===== src/rtl/nano_sys_ctrl.sv =====
// nanoLADA system controller: CPU reset stretching, run-cycle counter, program exit and watchdog.
// Optional NANO_SYS_WRCNT_EN adds a read-only store counter at window offset 0x10.
module nano_sys_ctrl #(
  parameter int unsigned   DW             = 32,
  parameter int unsigned   AW             = 32,
  parameter logic [AW-1:0] CTRL_BASE      = AW'(32'hF000_0000),
  parameter int unsigned   RESET_CYCLES   = 4,
  parameter int unsigned   TIMEOUT_CYCLES = 500,
  parameter int unsigned   CNT_W          = 32
) (
  input  logic          clock,
  input  logic          nreset,
  input  logic [AW-1:0] d_address,
  input  logic [DW-1:0] d_wdata,
  input  logic          mem_wr,
  output logic          sel,
  output logic [DW-1:0] d_rdata,
  output logic          cpu_nreset,
  output logic          running,
  output logic          halted,
  output logic          pass,
  output logic          timeout,
  output logic [DW-1:0] exit_code
);

  typedef enum logic [1:0] {S_RST, S_RUN, S_HALT, S_TIMEOUT} state_t;

  localparam int unsigned       RC_W    = (RESET_CYCLES > 0) ? $clog2(RESET_CYCLES + 1) : 1;
  localparam logic [RC_W-1:0]   RC_INIT = RC_W'(RESET_CYCLES);
  localparam logic [CNT_W-1:0]  CNT_MAX = '1;
  localparam bit                WD_EN   = (TIMEOUT_CYCLES != 0);
  // Compared in a widened domain so any TIMEOUT_CYCLES/CNT_W pairing is width-safe.
  localparam logic [CNT_W+31:0] WD_LAST = (CNT_W+32)'(WD_EN ? TIMEOUT_CYCLES - 1 : 0);

  localparam logic [2:0] R_CYCLE   = 3'd0;
  localparam logic [2:0] R_SCRATCH = 3'd1;
  localparam logic [2:0] R_EXIT    = 3'd2;
  localparam logic [2:0] R_STATUS  = 3'd3;

  state_t           state;
  logic [RC_W-1:0]  rst_cnt;
  logic [CNT_W-1:0] cycle_cnt;
  logic [DW-1:0]    scratch;
  logic [2:0]       reg_idx;
  logic             wr_en;
  logic             exit_wr;
  logic             wd_hit;
  logic             unused_addr_lsb;

  assign sel             = (d_address[AW-1:5] == CTRL_BASE[AW-1:5]);
  assign reg_idx         = d_address[4:2];
  assign wr_en           = sel && mem_wr && (state == S_RUN);
  assign exit_wr         = wr_en && (reg_idx == R_EXIT);
  assign wd_hit          = WD_EN && ({32'd0, cycle_cnt} == WD_LAST);
  assign unused_addr_lsb = ^d_address[1:0];

  // NOTE: sequential state uses non-blocking assignments so every flop samples pre-edge values.
  always_ff @(posedge clock or negedge nreset) begin
    if (!nreset) begin
      state      <= S_RST;
      rst_cnt    <= RC_INIT;
      cycle_cnt  <= '0;
      scratch    <= '0;
      exit_code  <= '0;
      cpu_nreset <= 1'b0;
      running    <= 1'b0;
      halted     <= 1'b0;
      pass       <= 1'b0;
      timeout    <= 1'b0;
    end else begin
      case (state)
        S_RST: begin
          if (rst_cnt == '0) begin
            state      <= S_RUN;
            cpu_nreset <= 1'b1;
            running    <= 1'b1;
          end else begin
            rst_cnt <= rst_cnt - 1'b1;
          end
        end
        S_RUN: begin
          if (wr_en && (reg_idx == R_SCRATCH)) scratch <= d_wdata;
          // EXIT has priority over a watchdog expiry on the same edge.
          if (exit_wr) begin
            state      <= S_HALT;
            exit_code  <= d_wdata;
            pass       <= (d_wdata == DW'(1));
            halted     <= 1'b1;
            running    <= 1'b0;
            cpu_nreset <= 1'b0;
          end else if (wd_hit) begin
            state      <= S_TIMEOUT;
            timeout    <= 1'b1;
            pass       <= 1'b0;
            running    <= 1'b0;
            cpu_nreset <= 1'b0;
          end else if (cycle_cnt != CNT_MAX) begin
            cycle_cnt <= cycle_cnt + 1'b1;
          end
        end
        default: ;  // S_HALT and S_TIMEOUT hold until nreset
      endcase
    end
  end

`ifdef NANO_SYS_WRCNT_EN
  localparam logic [2:0] R_WRCNT = 3'd4;
  logic [CNT_W-1:0] wr_cnt;

  // Counts every CPU store while running, including stores outside the window and the EXIT store.
  always_ff @(posedge clock or negedge nreset) begin
    if (!nreset) begin
      wr_cnt <= '0;
    end else if ((state == S_RUN) && mem_wr && (wr_cnt != CNT_MAX)) begin
      wr_cnt <= wr_cnt + 1'b1;
    end
  end
`endif

  // NOTE: the default assignment first keeps this combinational block from inferring latches.
  always_comb begin
    d_rdata = '0;
    if (sel) begin
      case (reg_idx)
        R_CYCLE:   d_rdata = DW'(cycle_cnt);
        R_SCRATCH: d_rdata = scratch;
        R_STATUS:  d_rdata = DW'({running, timeout, pass, halted});
`ifdef NANO_SYS_WRCNT_EN
        R_WRCNT:   d_rdata = DW'(wr_cnt);
`endif
        default:   d_rdata = '0;
      endcase
    end
  end

endmodule


===== config.mk =====
export PLATFORM = sky130hd
export DESIGN_NAME = nano_sys_ctrl
export DESIGN_NICKNAME = d
export VERILOG_FILES = /design/src/rtl/nano_sys_ctrl.sv
export SDC_FILE = /design/constraint.sdc
export NUM_CORES = 1
export LEC_CHECK = 0
export ABC_AREA = 0
export BUFFER_PORTS_ARGS = -buffer_cell sky130_fd_sc_hd__buf_2
export CORE_MARGIN = 10
export CORE_UTILIZATION = 30
export DETAILED_ROUTE_END_ITERATION = 7
export SLEW_MARGIN = 40
export SYNTH_ARGS = -nofsm -noshare
export SYNTH_HDL_FRONTEND = slang
export SYNTH_SLANG_ARGS = --single-unit

===== constraint.sdc =====
create_clock -name clock -period 2.95 [get_ports clock]
set_input_delay 0.1475 -clock clock [delete_from_list [all_inputs] [get_ports clock]]
set_output_delay 0.1475 -clock clock [all_outputs]
set_load 0.01 [all_outputs]

=== After elaboration in Yosys (flattened, before gate mapping) ===
Cells that the tools add are included.

* Flip-flop bits (word level): 105
* Bits of input ports: 67
* Output and inout bits: 70
* Logic and storage cells: 51

* Add/sub/neg operators: 2
* Equal/unequal tests: 10
* Multiplexer cells: 11
* Bitwise operators: 3
* Reduce and logical (&&, ||, !) cells: 16

{| class="wikitable"
|+ Operators by type and width
! operator !! count
|-
| $pmux W32 S3 || 1
|-
| $add A32 B1 Y32 const B || 1
|-
| $eq A32 B1 Y1 const B || 1
|-
| $eq A32 B9 Y1 const B || 1
|-
| $mux W32 || 1
|-
| $ne A32 B32 Y1 const B || 1
|-
| $eq A27 B27 Y1 const B || 1
|-
| $reduce_and A2 Y1 || 4
|-
| $eq A3 B2 Y1 const B || 2
|-
| $logic_not A3 Y1 || 2
|-
| $mux W2 || 3
|-
| $reduce_and A3 Y1 || 2
|-
| $logic_and A1 B1 Y1 || 4
|-
| $mux W1 || 4
|-
| $pmux W2 S2 || 1
|-
| $reduce_and A4 Y1 || 1
|-
| $reduce_bool A2 Y1 || 2
|-
| $eq A3 B1 Y1 const B || 1
|-
| $ne A3 B3 Y1 const B || 1
|-
| $not A1 Y1 || 3
|-
| $sub A3 B1 Y3 const B || 1
|-
| $eq A2 B1 Y1 const B || 1
|-
| $logic_not A2 Y1 || 1
|-
| $ne A2 B2 Y1 const B || 1
|-
| $pmux W1 S2 || 1
|}

=== Logic depth before layout (Yosys ltp) ===
* Depth in word-level cells: 6
* Depth in mapped cells: 9
* Mapped depth without buffers: 7

=== Worst setup path after synthesis ===
No wires, ideal clock.

* Kind: register -> register
* Start point: register cycle_cnt[0]
* End point: register cycle_cnt[18]
* Library setup time: 0.079 ns
* Arrival time: 1.946 ns
* Required time: 2.871 ns
* Setup slack: 0.924 ns
* Stages on the path, launching flop included: 9
* Path buffers: 1
* Clock period less this slack: 2.026 ns
* Cell sequence: dfrtp_1 > ha_1 > nor4b_1 > nand4_1 > nor3_2 > or3_1 > buf_6 > nor4b_1 > xor2_1

* Word-level cells in the longest chain between the ends: 3
* Elaborated cells between the ends (all ways): 5
* Those cells by class: add/sub: 1; eq/ne: 2; bitwise: 1; reduce/logical: 1

{| class="wikitable"
|+ Ends and longest elaborated chain
! what !! line !! source
|-
| start, declared || 42 || <nowiki>logic [CNT_W-1:0] cycle_cnt;</nowiki>
|-
| start signal, assigned || 98 || <nowiki>cycle_cnt <= cycle_cnt + 1'b1;</nowiki>
|-
| parallel branches: the longest is 3 deep, another holds $add A32 B1 Y32 || - ||
|}

Parallel ways; which one is timed is not known.
A chain may end at the register's enable or synchronous reset.

=== Worst setup path in the final report ===
* Start point: register cycle_cnt[0]
* End point: register cycle_cnt[30]

The elaborated chain is that of the path after synthesis.

==> metrics.cfg <==
[clocking]
cts_buffer_depth=2
cts.clk_slew.worst_paths_ns=0.07
cts_max_level=3
root_buffer=clkbuf_16
cts_resized=0
cts_buffers=9
clk_latency_ns=0.36
cts_tree=yes
cts_sinks=105

[synth]
synthesis.nets=505
syn_area_mm2=0.00508
yosys.cell_types.count=41
yosys_most_used_dff=dfrtp_1
synth-simple-area-share_pct=18.3
syn_inst=435
avgSynthCellArea_um2=11.7
synthXorXnorAreaFrac_pct=5.51
synth_compound_area_share_pct=5.54
synthAdderAreaFrac_pct=0.738
synth_seq_cells=105
synthMuxAreaShare_pct=15.2
synth_top_family_by_area=simple AND/OR/NAND/NOR gates
yosysSeqAreaShare_pct=51.7
yosys_warnings=0
synth-edff-count=0
synthArstFlopShare_pct=100

[critical_path]
cp_cell_sequence=ha_1 > nand3_1 > nor3_4 > nand2_1 > nor4_1 > nand4_1 > xnor2_1
path_class=reg2reg
start_kind=flop
crit_slowest_cell=nor4_1
max_stage_delay_ns=0.57
path_max_fanout=7
arrival_ns=2.60
crit_path_end_kind=flop
worst_ep_required_time_ns=3.18

[floorplan]
placement_rows=47
initial_utilization_pct=30.7
dieHeight_um=150
io_pins=137
die_area_mm2=0.0226
die_w_um=150
core_area_mm2=0.0166

[global_route]
grt_overflow_total=0
antenna_found_initial=0
grt_pass1_wl_mm=22.9
grt_pass1_vias=4269
groute.usage.overall_pct=12.8
grt_max_degree=69

[pwr]
pwr-share-clk_pct=42.0
pwr-share-seq_pct=53.3
power_density_mw_per_mm2=430
p_switching_uw=620
pwr-share-comb_pct=4.7
ir_worst_vdd_uv=264
switching_share_pct=23.0
p_leak_nw=3.05
power_mw=2.70
p_int_mw=2.08

[timing]
period_share_pct=80.4
finalHoldViolCount=0
max_slew_margin_pct=57.4
rsz0062_at_grt=false
max_freq_mhz=422
finalSetupViolations=0
whs_ns=0.0409
setup_tns_ns=0
worst_slew_pin_slew_ns=0.633
finClkSkew_ns=0.00702
min_period_ns=2.37
slew_viol_final=0

[detailed_routing]
antenna_left=0
route.detailed.drc=0
drt_iter0_drc=224
drtPass1Iterations=4
routed_via_density=5.02
vias=3993
drt_wl_total_mm=14.4
wire_per_inst_um=18.1

[cells_and_area]
fillCellCount=1692
syn_to_final_growth_pct=23.5
n_antenna_cell=0
stdcell_count=795
drive_gt1_share_pct=35.7
nets=641
final_util_pct=37.9

[outcome]
outcome=complete, no violations

[min_path]
hp-class=in2reg

[placement]
hpwl_mm=11.0
place_inst=779
io_buffers=134
gp_congestion=0.900

[run]
max_cap_viol_count=0

per-layer routing:
metal | vias to the layer above | global-route usage (%) | share of wire, %
li1 | 1871 | - | -
met1 | 2000 | 16.0 | 44
met2 | 108 | 20.7 | 47
met3 | 14 | 3.93 | 7.3
met4 | 0 | 3.79 | 1.3
met5 | - | 0 | 0
worst paths after layout:
kind                              start             to  slack, ns  cells after the start
hold / removal              d_wdata[22]  exit_code[22]       0.04                      2
setup reg to reg           cycle_cnt[0]  cycle_cnt[30]       0.58                      7
min in group asynchronous        nreset    scratch[19]       0.30                      2
max in group asynchronous        nreset     rst_cnt[2]       1.87                      3
hold reg to reg              rst_cnt[1]     rst_cnt[1]       0.49                      2
setup / recovery           cycle_cnt[0]  cycle_cnt[30]       0.58                      7
cell type report:
cell class | count | area (um2) | share of cell area [%]
tap | 220 | 275 | 4.38
timing repair buffer | 146 | 778 | 12.4
sequential | 105 | 2630 | 41.9
clock inverter | 4 | 28.8 | 0.458
multi-input combinational | 305 | 2310 | 36.8
inverter | 4 | 15.0 | 0.239
clock buffer | 11 | 243 | 3.87
flip-flops by register name, indices dropped and copies added (netlist names):
signal / cells
cycle_cnt: 32
exit_code: 32
scratch: 32
rst_cnt: 3
state: 2
halted: 1
pass: 1
running: 1
timeout: 1
cells in the final DEF (no fill, tap or decap), types with 4 or more instances in the layout:
cell type and count:
and4_1 5, mux2_1 32, nand2b_1 4, nor3_2 4, dfrtp_1 104, a22oi_1 28
a21oi_1 5, nand4_1 15, nor4b_1 5, xor2_1 20, buf_4 11, clkbuf_16 9
mux2i_1 4, inv_1 4, xnor2_1 12, nand3_1 8, nand2_1 21, and3_1 6
buf_2 133, nor2_1 46, nor4_1 23, mux2_2 33, nor3_1 12
cells in the mapped netlist (3+ instances only):
master | n | share of area, %
buf_6 | 5 | 1.1
xnor2_1 | 12 | 2.1
and3_1 | 6 | 0.74
nand3_1 | 8 | 0.79
clkbuf_1 | 8 | 0.59
a22oi_1 | 28 | 4.1
and4_1 | 5 | 0.86
mux2i_1 | 4 | 0.79
buf_2 | 5 | 0.49
nand4_1 | 15 | 1.8
nor3_1 | 14 | 1.4
mux2_2 | 33 | 7.3
nand2_1 | 21 | 1.6
nor2_1 | 46 | 3.4
nand2b_1 | 4 | 0.49
ha_1 | 3 | 0.74
a21oi_1 | 5 | 0.49
mux2_1 | 32 | 7.1
inv_1 | 4 | 0.30
nor4_1 | 23 | 2.8
o21ai_0 | 3 | 0.30
xor2_1 | 20 | 3.4
dfrtp_1 | 104 | 51
nor4b_1 | 5 | 0.86
power groups by stage:
stage / Combinational (mW) / Sequential, mW / Clock (mW)
after floorplan: 0.0271 / 1.47 / 0
after global placement: 0.124 / 1.47 / 0
after detailed placement: 0.128 / 1.47 / 0
after CTS: 0.129 / 1.44 / 1.17
after global routing: 0.142 / 1.44 / 1.23
final: 0.126 / 1.44 / 1.13
stage by stage:
| step | area [um2] | worst slack, ns |
|---|---|---|
| after CTS | 6280 | 0.563 |
| final | 6280 | 0.578 |
| after global routing | 6280 | 0.403 |
| after detailed placement | 6000 | 0.574 |
| after floorplan | 5080 | 0.924 |
| after global placement | 6000 | 0.599 |
timing repair:
action	CTS	global route
hold endpoints to repair	37	0
hold buffers	1	0
setup buffers	0	0
worst max-delay path: cells and delay by family (launching register included):
family        cells  cell delay, ns
simple gates      5            1.39
flops             1            0.44
fa+ha+maj         1            0.26
xor+xnor          1            0.16
cells by family (layout without fill, tap and decap cells):
| kind of cell | count (synthesis) | in the layout |
|---|---|---|
| xor gates and xnor gates | 32 | 32 |
| adders and majority gates | 3 | 3 |
| DFF | 105 | 105 |
| and+or+nand+nor | 161 | 161 |
| buffers and inverters | 25 | 165 |
| AOI/OAI and AO/OA | 40 | 40 |
| muxes | 69 | 69 |
Power figures use the tool's default switching activity.
